[config.mk]
export PLATFORM = sky130hd
export DESIGN_NAME = vend_ctrl
export DESIGN_NICKNAME = d
export VERILOG_FILES = /design/src/rtl/vend_ctrl.sv
export SDC_FILE = /design/constraint.sdc
export NUM_CORES = 1
export LEC_CHECK = 0
export CELL_PAD_IN_SITES_DETAIL_PLACEMENT = 1
export CELL_PAD_IN_SITES_GLOBAL_PLACEMENT = 1
export CORE_UTILIZATION = 39
export DETAILED_ROUTE_END_ITERATION = 12
export HOLD_SLACK_MARGIN = 0.03
export PLACE_DENSITY_LB_ADDON = 0.25
export SLEW_MARGIN = 0
export SYNTH_ARGS = -nofsm -noshare
export SYNTH_HDL_FRONTEND = slang
export SYNTH_SLANG_ARGS = --single-unit
[constraint.sdc]
create_clock -name clk_i -period 2.7 [get_ports clk_i]
set_input_delay 0.54 -clock clk_i [delete_from_list [all_inputs] [get_ports clk_i]]
set_output_delay 0.54 -clock clk_i [all_outputs]
set_load 0.03 [all_outputs]
[src/rtl/vend_ctrl.sv]
// Vending machine controller: collects coins, vends at PRICE, pays change in
// dimes then nickels through a handshaked hopper, refunds on cancel or idle timeout.
module vend_ctrl #(
    parameter int unsigned PRICE   = 20,
    parameter int unsigned TIMEOUT = 1000
) (
    input  logic       clk_i,
    input  logic       rst_i,
    input  logic       nickel_i,
    input  logic       dime_i,
    input  logic       quarter_i,
    input  logic       cancel_i,
    input  logic       coin_ack_i,
    output logic [5:0] deposit_o,
    output logic       soda_o,
    output logic       dime_out_o,
    output logic       nickel_out_o,
    output logic       coin_reject_o,
    output logic       busy_o
);

    localparam int unsigned CW = 6;
    localparam int unsigned TW = $clog2(TIMEOUT);

    localparam logic [CW-1:0] PRICE_C   = CW'(PRICE);
    localparam logic [CW-1:0] NICKEL_C  = CW'(5);
    localparam logic [CW-1:0] DIME_C    = CW'(10);
    localparam logic [CW-1:0] QUARTER_C = CW'(25);
    localparam logic [TW-1:0] TMO_LAST  = TW'(TIMEOUT - 1);

    typedef enum logic [1:0] {
        S_IDLE,
        S_COLLECT,
        S_VEND,
        S_CHANGE
    } state_t;

    state_t        r_state;
    logic [CW-1:0] r_credit;
    logic [TW-1:0] r_timer;
    logic          r_soda;
    logic          r_dime_out;
    logic          r_nickel_out;
    logic          r_reject;
    logic          r_busy;

    logic          w_any_coin;
    logic          w_multi;
    logic [CW-1:0] w_coin_val;
    logic [CW:0]   w_sum;
    logic          w_refund;
    logic [CW-1:0] w_vend_left;
    logic          w_ack;
    logic [CW-1:0] w_ack_val;
    logic [CW-1:0] w_change_left;

    // Coin decode: highest-value coin wins when several pulse together
    assign w_any_coin = nickel_i | dime_i | quarter_i;
    assign w_multi    = (nickel_i & dime_i) | (nickel_i & quarter_i) | (dime_i & quarter_i);
    assign w_coin_val = quarter_i ? QUARTER_C :
                        dime_i    ? DIME_C    :
                        nickel_i  ? NICKEL_C  : '0;
    assign w_sum      = {1'b0, r_credit} + {1'b0, w_coin_val};

    // Cancel and idle expiry both refund, and only while collecting
    assign w_refund   = (r_state == S_COLLECT) && (cancel_i || (r_timer == TMO_LAST));

    assign w_vend_left   = r_credit - PRICE_C;
    assign w_ack         = coin_ack_i && (r_dime_out || r_nickel_out);
    assign w_ack_val     = r_dime_out ? DIME_C : NICKEL_C;
    assign w_change_left = r_credit - w_ack_val;

    always_ff @(posedge clk_i) begin
        if (rst_i) begin
            r_state      <= S_IDLE;
            r_credit     <= '0;
            r_timer      <= '0;
            r_soda       <= 1'b0;
            r_dime_out   <= 1'b0;
            r_nickel_out <= 1'b0;
            r_reject     <= 1'b0;
            r_busy       <= 1'b0;
        end else begin
            r_soda   <= 1'b0;
            r_reject <= 1'b0;
            case (r_state)
                S_IDLE, S_COLLECT: begin
                    if (w_refund) begin
                        r_state      <= S_CHANGE;
                        r_busy       <= 1'b1;
                        r_reject     <= w_any_coin;
                        r_timer      <= '0;
                        r_dime_out   <= (r_credit >= DIME_C);
                        r_nickel_out <= (r_credit <  DIME_C);
                    end else if (w_any_coin) begin
                        r_credit <= w_sum[CW-1:0];
                        r_reject <= w_multi;
                        r_timer  <= '0;
                        if (w_sum >= {1'b0, PRICE_C}) begin
                            r_state <= S_VEND;
                            r_soda  <= 1'b1;
                            r_busy  <= 1'b1;
                        end else begin
                            r_state <= S_COLLECT;
                        end
                    end else if (r_state == S_COLLECT) begin
                        r_timer <= r_timer + TW'(1);
                    end
                end

                S_VEND: begin
                    r_reject <= w_any_coin;
                    r_credit <= w_vend_left;
                    if (w_vend_left != '0) begin
                        r_state      <= S_CHANGE;
                        r_dime_out   <= (w_vend_left >= DIME_C);
                        r_nickel_out <= (w_vend_left <  DIME_C);
                    end else begin
                        r_state <= S_IDLE;
                        r_busy  <= 1'b0;
                    end
                end

                S_CHANGE: begin
                    r_reject <= w_any_coin;
                    if (w_ack) begin
                        r_credit <= w_change_left;
                        if (w_change_left == '0) begin
                            r_state      <= S_IDLE;
                            r_busy       <= 1'b0;
                            r_dime_out   <= 1'b0;
                            r_nickel_out <= 1'b0;
                        end else begin
                            r_dime_out   <= (w_change_left >= DIME_C);
                            r_nickel_out <= (w_change_left <  DIME_C);
                        end
                    end
                end

                default: begin
                    r_state <= S_IDLE;
                end
            endcase
        end
    end

    assign deposit_o     = r_credit;
    assign soda_o        = r_soda;
    assign dime_out_o    = r_dime_out;
    assign nickel_out_o  = r_nickel_out;
    assign coin_reject_o = r_reject;
    assign busy_o        = r_busy;

endmodule
==> After elaboration in Yosys (flattened, before gate mapping) <==
Cells that the tools add are included.
{ "totals": {"regBits": 23, "in_bits": 7, "out_inout_bits": 11, "wordCells": 96} }
{ "op_classes": {"addsub": 4, "order_cmp": 7, "eq_ne": 13, "n_mux": 39, "bitwise": 9, "n_reduce_logical": 16} }
{ "ops": {"columns": ["op", "count"], "rows": [
  ["$mux 10", 3],
  ["$ge 6x4->1 const B", 3],
  ["$lt 6x4->1 const B", 3],
  ["$mux 6", 3],
  ["$pmux 6 s3", 1],
  ["$mux 1", 17],
  ["$ne 2x2->1 const B", 7],
  ["$mux 2", 6],
  ["$add 10x1->10 const B", 1],
  ["$eq 10x10->1 const B", 1],
  ["$pmux 1 s3", 3],
  ["$reduce_and 3->1", 3],
  ["$mux 4", 2],
  ["$add 6x5->7", 1],
  ["$ge 7x5->1 const B", 1],
  ["$logic_not 6->1", 1],
  ["$ne 3x3->1 const B", 2],
  ["$pmux 2 s3", 1],
  ["$reduce_bool 6->1", 1],
  ["$sub 6x4->6", 1],
  ["$sub 6x5->6 const B", 1],
  ["$mux 5", 1],
  ["$reduce_and 5->1", 1],
  ["$eq 2x2->1 const B", 2],
  ["13 further kinds", 22]
]} }

==> Depth between registers and ports, before layout <==
Gate-level depths: netlist of run 1.
{ "logic_depth": {"depth_word": 9, "depth_mapped": 10, "depth_no_buf": 10} }

==> Worst setup path before layout of run 1 <==
Ideal clock, no wire load.
{ "synth_path": {"kind": "input -> register", "start": "input dime_i", "end": "register r_state[0]", "setup_time_ns": 0.091, "arrival_ns": 2.613, "required_ns": 2.609, "setup_slack_ns": -0.004, "stages": 10, "path_buffers": 0, "path_cell_list": "inv_1 > a21o_1 > ha_1 > fa_1 > a21o_1 > a21oi_1 > nand4_1 > o21a_1 > o41a_1 > a311oi_1"} }
{ "synth_between": {"elab_chain_cells": 8, "elab_cells_between_ends": 12, "classes_between": "add/sub (1); order compare (1); eq/ne (1); mux (6); bitwise (2); reduce/logical (1)"} }
{ "synth_rtl": {"columns": ["element", "line_no", "text"], "rows": [
  ["start, declared", "10", "input logic dime_i,"],
  ["$mux 4", "61", "dime_i ? DIME_C :"],
  ["$mux 5", "60", "assign w_coin_val = quarter_i ? QUARTER_C :"],
  ["$add 6x5->7", "63", "assign w_sum = {1'b0, r_credit} + {1'b0, w_coin_val};"],
  ["$ge 7x5->1", "99", "if (w_sum >= {1'b0, PRICE_C}) begin"],
  ["$mux 2", "99", null],
  ["$mux 2", "95", "end else if (w_any_coin) begin"],
  ["$mux 2", "88", "if (w_refund) begin"],
  ["$pmux 2 s3", "86", "case (r_state)"],
  ["end signal, assigned", "89", "r_state <= S_CHANGE;"],
  ["end signal, assigned", "100", "r_state <= S_VEND;"],
  ["end signal, assigned", "104", "r_state <= S_COLLECT;"],
  ["end, declared", "38", "state_t r_state;"]
]} }
Parallel ways exist; a longest one is shown, timed or not. The select of a mux whose other input is x is not followed.
A chain may end at the register's enable or synchronous reset.

==> Final worst setup path of run 1 <==
{ "layout_path": {"start": "input quarter_i", "end": "register r_state[0]"} }
{ "layout_between": {"elab_chain_cells": 7, "elab_cells_between_ends": 10, "classes_between": "add/sub (1); order compare (1); eq/ne (1); mux (5); bitwise (1); reduce/logical (1)"} }
{ "layout_rtl": {"columns": ["element", "line_no", "text"], "rows": [
  ["start, declared", "11", "input logic quarter_i,"],
  ["$mux 5", "60", null],
  ["$add 6x5->7", "63", null],
  ["$ge 7x5->1", "99", null],
  ["$mux 2", "99", null],
  ["$mux 2", "95", null],
  ["$mux 2", "88", null],
  ["$pmux 2 s3", "86", null]
]} }
Parallel ways exist; a longest one is shown, timed or not. The select of a mux whose other input is x is not followed.

==> results.cfg, run 1 <==
[status]
outcome = complete, no violations

[floorplanning]
core_sq_um = 4500
dieArea_sq_um = 5110
io_pins = 18
start_util_pct = 41.8
die_y_um = 71.5
rows = 24
die_x_um = 71.5

[worst_setup_path]
rr_endpoint = r_state[0]$_SDFFE_PP0P_
crit_type = input port to flip-flop
cp-end-kind = flip-flop
r2r_start = deposit_o[1]$_SDFFE_PP0P_
cp.buffers_inverters = 2
crit_chain = clkbuf_2, buf_4, or2_4, nor2_4, ha_4, a21o_1, a21oi_4, nand4_1, o21a_1, o41a_1, a311oi_1
slowest_delay_ps = 420
rr_worst_depth = 7
critPathTopFamily = compound AO/OA/AOI/OAI gates
rrSetupSlack_ps = 190
critPathArrivalTime_ps = 2750
cp_max_fo = 4
cp_slowest_cell = o41a_1
worstPathRequired_ps = 2890
start_kind = input port
cp-startpoint = quarter_i

[synthesis]
yosysSeqAreaShare_pct = 24.5
synth_edf_count = 0
synthFlopType = dfxtp_1
syn_area_sq_um = 1880
yosysWarningCount = 0
synth_area_per_cell_sq_um = 8.41
synth_nets = 249
synthCells = 224
ys_seq_elements = 23
synthArstFlopShare_pct = 0
yosysUniqueCellTypes = 63

[global_route]
grt_max_degree = 16
grt_pass1_vias = 2053
track_usage_pct = 24.6
overflow = 0
antenna_found_initial = 0
grt_first_pass_wirelength_mm = 9.89

[drt]
met2_wirelength_mm = 3.04
wl_mm = 5.88
wl_per_cell_um = 18.4
routed-via-count = 1901
drtIter0Drc = 59
final_antenna_net_count = 0
firstDrtPassIters = 4
wl_met1_mm = 2.48
maxUsedRoutingLayer = met4
wl_met3_um = 233
avgViaCountPerCell = 5.94
drc = 0

[sta]
drv_slew = 0
fin_setup_tns_ps = 0
worst_pin_slew_ps = 589
fin_ws_ps = 134
rsz0062_at_grt = false
fin_crit_sh_pct = 95.0
clock_skew_ps = 3.28
layout_min_cycle_time_ps = 2570
setup_viol = 0
maxSlewHeadroom_pct = 60.7
hold_viol_final = 0
fmax_ghz = 0.390

[layout]
syn_to_final_growth_pct = 28.4
multi_input_area_sq_um = 1420
final_cells = 320
nets = 294
final_util_pct = 53.7
fill_cells = 542
antennaDiodeCount = 0
drive_gt1_share_pct = 25.0
regArea_sq_um = 462

[clocking]
htree_levels = 1
clockBufferDepth = 2
cts_tree = done
postCtsHoldBufs = 0
cts_sinks = 23
clock_latency_ps = 270
numCtsBuffers = 3
cts.reportedPaths.clkPinSlew_ps = 90
root_buffer = clkbuf_8

[job]
max_cap_viol_count = 0

[hold_path]
hold_depth = 2
worstHoldPathType = flip-flop to flip-flop
hold_start = r_timer[8]$_SDFFE_PP0P_
hold_path_end = r_timer[8]$_SDFFE_PP0P_

[pwr]
power_density_nw_per_um2 = 1150
power_mw = 2.77
cellLeakagePower_nw = 1.01
ir_worst_vdd_uv = 532

[placed_design]
routabilityCongestion = 0.853
dp_cells = 311
port-buffer-count = 17
post-dp-hpwl_mm = 4.34
dpl_worst_slack_ps = -569
final cells by class:
cell class / count / share of cell area, %
Clock buffer: 3 / 1.71
Clock inverter: 1 / 0.207
Inverter: 13 / 2.02
Multi-Input combinational cell: 181 / 58.5
Sequential cell: 23 / 19.1
Tap cell: 52 / 2.69
Timing Repair Buffer: 47 / 15.7
cell usage in the layout, fill, tap and decap left out, types with 3 or more instances in the layout:
cell,instances
nor2b_1,4
clkdlybuf4s50_1,14
ha_1,14
and3_1,4
or3_1,3
o21a_1,3
nor3_1,5
nand2b_1,4
nand4_1,4
xnor2_1,3
a211oi_1,3
a21o_1,5
o22ai_1,3
xor2_1,9
clkbuf_8,3
nand3_1,5
inv_1,10
buf_4,30
o211ai_1,4
nor2_2,3
a211oi_2,3
o21ai_1,3
inv_2,3
a21oi_1,10
clkbuf_2,3
dfxtp_1,22
a311oi_1,3
nor2_1,24
nand2_1,13
registers in the layout, summed over array words and instances (netlist names):
| register | count |
|---|---|
| nickel_out_o | 1 |
| dime_out_o | 1 |
| coin_reject_o | 1 |
| r_timer | 10 |
| r_state | 2 |
| soda_o | 1 |
| deposit_o | 6 |
| busy_o | 1 |
repair_timing:
item                                   4_1_cts  5_1_grt
pin swaps                                   11       10
buffers inserted                             2        3
gates resized for setup                     18        8
endpoints found under the hold margin        0        0
setup endpoints to repair                    6        3
cells in the mapped netlist, drive strengths merged (3+ instances only):
master,n,area [sq um]
nor2,28,108
dfxtp,23,460
ha,16,200
inv,13,48.8
nand2,13,48.8
a21oi,12,71.3
xor2,9,78.8
a211oi,6,60.1
nor3,6,35.0
a21o,5,37.5
clkbuf,5,18.8
nand3,5,25.0
o21ai,5,25.0
a311oi,4,41.3
and3,4,25.0
nand2b,4,25.0
nand4,4,25.0
nor2b,4,25.0
o211ai,4,30.0
or2,4,25.0
nor4,3,25.0
o21a,3,22.5
o22ai,3,18.8
or3,3,18.8
xnor2,3,26.3
tightest hold or removal path, delay by kind of cell, from the launching register on:
family,cells,cell delay (ps)
flops,1,350
xor+xnor,1,70
simple gates,1,70
how the worst max path moves through the flow:
stage	to	slack [ps]	cells after the start
floorplan	r_state[0]$_SDFFE_PP0P_	60	10
global placement	r_state[0]$_SDFFE_PP0P_	-470	11
detailed placement	r_state[0]$_SDFFE_PP0P_	-570	11
CTS	r_state[0]$_SDFFE_PP0P_	120	11
global route	busy_o$_SDFFE_PP0P_	20	10
finish	r_state[0]$_SDFFE_PP0P_	130	11
layer usage:
layer / up-vias / track usage [%]
met5: - / 0
met4: 0 / 7.41
met3: 14 / 4.08
met2: 47 / 45.5
met1: 929 / 29.1
li1: 911 / -
power by group:
group	internal, mW	switching (mW)	total, mW
Clock	0.103	0.118	0.221
Sequential	0.425	0.169	0.593
Combinational	0.870	1.09	1.96
metrics by stage:
| stage | hold slack [ps] | cell area (sq um) |
|---|---|---|
| after floorplan | 472 | 1890 |
| after global placement | 496 | 2270 |
| after detailed placement | 509 | 2270 |
| after CTS | 528 | 2400 |
| after global routing | 560 | 2420 |
| final | 525 | 2420 |
logic make-up (layout without fill, tap and decap cells):
family	after synthesis	in the layout	share of synthesized area, %
compound gates	58	58	25.3
simple gates	91	91	26.4
mux	1	1	0.598
xor+xnor	12	12	5.58
flops	23	23	24.5
buf+inv	20	64	4.45
fa+ha+maj	19	19	13.3
Power figures use the tool's default switching activity.
==> inputs of run 2 (changes only) <==
Settings changed: CTS_BUF_LIST set to sky130_fd_sc_hd__clkbuf_16, SETUP_SLACK_MARGIN set to 0.2.
==> results.cfg, run 2 (synthesized netlist as in run 1, its figures left out) <==
[status]
outcome = complete, no violations

[layout]
largest_register_ffs = 10
antennaDiodeCount = 0
largest-register = r_timer
fill_cells = 515
layout_common_cells = buf_4, nor2_1, dfxtp_1
drive_gt1_share_pct = 26.7
syn_to_final_growth_pct = 30.5
final_util_pct = 54.6
final_common_cell = buf_4
nets = 292
fin_area_sq_um = 2460

[pwr]
p_sw_mw = 1.39
p_sw_share_pct = 47.8
ir_worst_vdd_uv = 594
sequentialPowerShare_pct = 20.1
combPwrFrac_pct = 68.5
p_int_mw = 1.52
cellLeakagePower_nw = 1.02
power_density_nw_per_um2 = 1180
p_clk_share_pct = 11.4

[clocking]
root_buffer = clkbuf_16
postCtsHoldBufs = 0
cts_tree = done
htree_levels = 1
cts_sinks = 23
numCtsBuffers = 3
clockBufferDepth = 2
clock_latency_ps = 260
cts.reportedPaths.clkPinSlew_ps = 60

[global_route]
grt_first_pass_wirelength_mm = 8.99
grt_use_met2_pct = 40.0
overflow = 0
grt_max_degree = 16
antenna_found_initial = 0
grt_pass1_vias = 1815
grtUsageMet1_pct = 29.2
track_usage_pct = 23.0
gr-usage-met3_pct = 4.22
gr-max-usage-layer = met2

[worst_setup_path]
cp-end-kind = flip-flop
start_kind = input port
rrSetupSlack_ps = 310
rr_endpoint = busy_o$_SDFFE_PP0P_
cp_max_fo = 4
r2r_start = deposit_o[0]$_SDFFE_PP0P_
crit_type = input port to flip-flop
rr_worst_depth = 9
worstPathRequired_ps = 2870
critPathArrivalTime_ps = 2590

[drt]
wl_per_cell_um = 17.5
drc = 0
routed-via-count = 1870
avgViaCountPerCell = 5.88
wl_mm = 5.56
drtIter0Drc = 70
firstDrtPassIters = 4
final_antenna_net_count = 0

[sta]
clock_skew_ps = 3.49
holdWs_ps = 525
worst_pin_slew_ps = 570
layout_min_cycle_time_ps = 2420
maxSlewHeadroom_pct = 62.0
rsz0062_at_grt = true
fmax_ghz = 0.413
fin_crit_sh_pct = 89.7
setup_viol = 0
drv_slew = 0
fin_setup_tns_ps = 0
hold_viol_final = 0

[placed_design]
routabilityCongestion = 0.819
port-buffer-count = 17
post-dp-hpwl_mm = 4.13
placed_area_sq_um = 2270

[floorplanning]
io_pins = 18
rows = 24
dieArea_sq_um = 5110
die_x_um = 71.5
start_util_pct = 41.8
core_sq_um = 4500
die_y_um = 71.5

[hold_path]
hold_path_end = r_timer[8]$_SDFFE_PP0P_
worstHoldPathType = flip-flop to flip-flop
hold_start = r_timer[8]$_SDFFE_PP0P_
hold_depth = 2

[job]
max_cap_viol_count = 0
[run 2: area by class of cell]
class / count / area [sq um] / area share (%)
repair buffers: 45 / 365 / 14.9
clock buffers: 3 / 75.1 / 3.05
multi-input cells: 181 / 1440 / 58.4
well taps: 52 / 65.1 / 2.65
inverters: 13 / 48.8 / 1.99
clock inverters: 1 / 5.00 / 0.204
flip-flops and latches: 23 / 463 / 18.8
[run 2: timing repair]
action                     CTS  global route
pin swaps                   10             5
cloned                       0             0
buffers inserted             3             1
resized for setup           21            12
setup endpoints to repair    8             7
[run 2: critical path, stage by stage]
cell	delay, ps
buf_2	110
buf_4	130
or2_4	270
nor2_4	120
ha_4	220
nor2_2	170
nor3b_4	80
o21a_1	190
o21a_1	200
o41a_1	340
a311oi_1	220
[run 2: through the flow]
step	instances	total power, mW	setup slack [ps]
2_1_floorplan	224	1.75	178
3_3_place_gp	310	2.34	-345
3_5_place_dp	310	2.37	-469
4_1_cts	317	2.80	216
5_1_grt	318	3.11	157
6_report	318	2.91	279
[run 2: worst max-delay path by stage]
stage / start / slack [ps] / to / cells past startpoint
after floorplan: dime_i / 180 / r_state[1]$_SDFFE_PP0P_ / 10
after CTS: dime_out_o$_SDFFE_PP0P_ / 220 / busy_o$_SDFFE_PP0P_ / 10
after global routing: dime_i / 160 / busy_o$_SDFFE_PP0P_ / 12
after detailed placement: dime_i / -470 / r_state[0]$_SDFFE_PP0P_ / 11
final: dime_i / 280 / r_state[0]$_SDFFE_PP0P_ / 11
after global placement: dime_i / -340 / r_state[1]$_SDFFE_PP0P_ / 12
[run 2: routing by layer]
layer,up-vias,share of wire (%)
li1,911,-
met1,906,46
met2,42,48
met3,11,3.6
met4,0,1.7
met5,-,0
[run 2: power by group through the flow]
stage	clock, mW	combinational, mW	sequential, mW
2_1_floorplan	0	1.10	0.650
3_3_place_gp	0	1.76	0.580
3_5_place_dp	0	1.79	0.581
4_1_cts	0.339	1.88	0.575
5_1_grt	0.353	2.16	0.597
6_report	0.331	1.99	0.584
==> inputs of run 3 (changes only) <==
Settings changed: CAP_MARGIN set to 20.
==> results of run 3 <==
No change in the layout: final DEF, timing and power equal those of run 2.
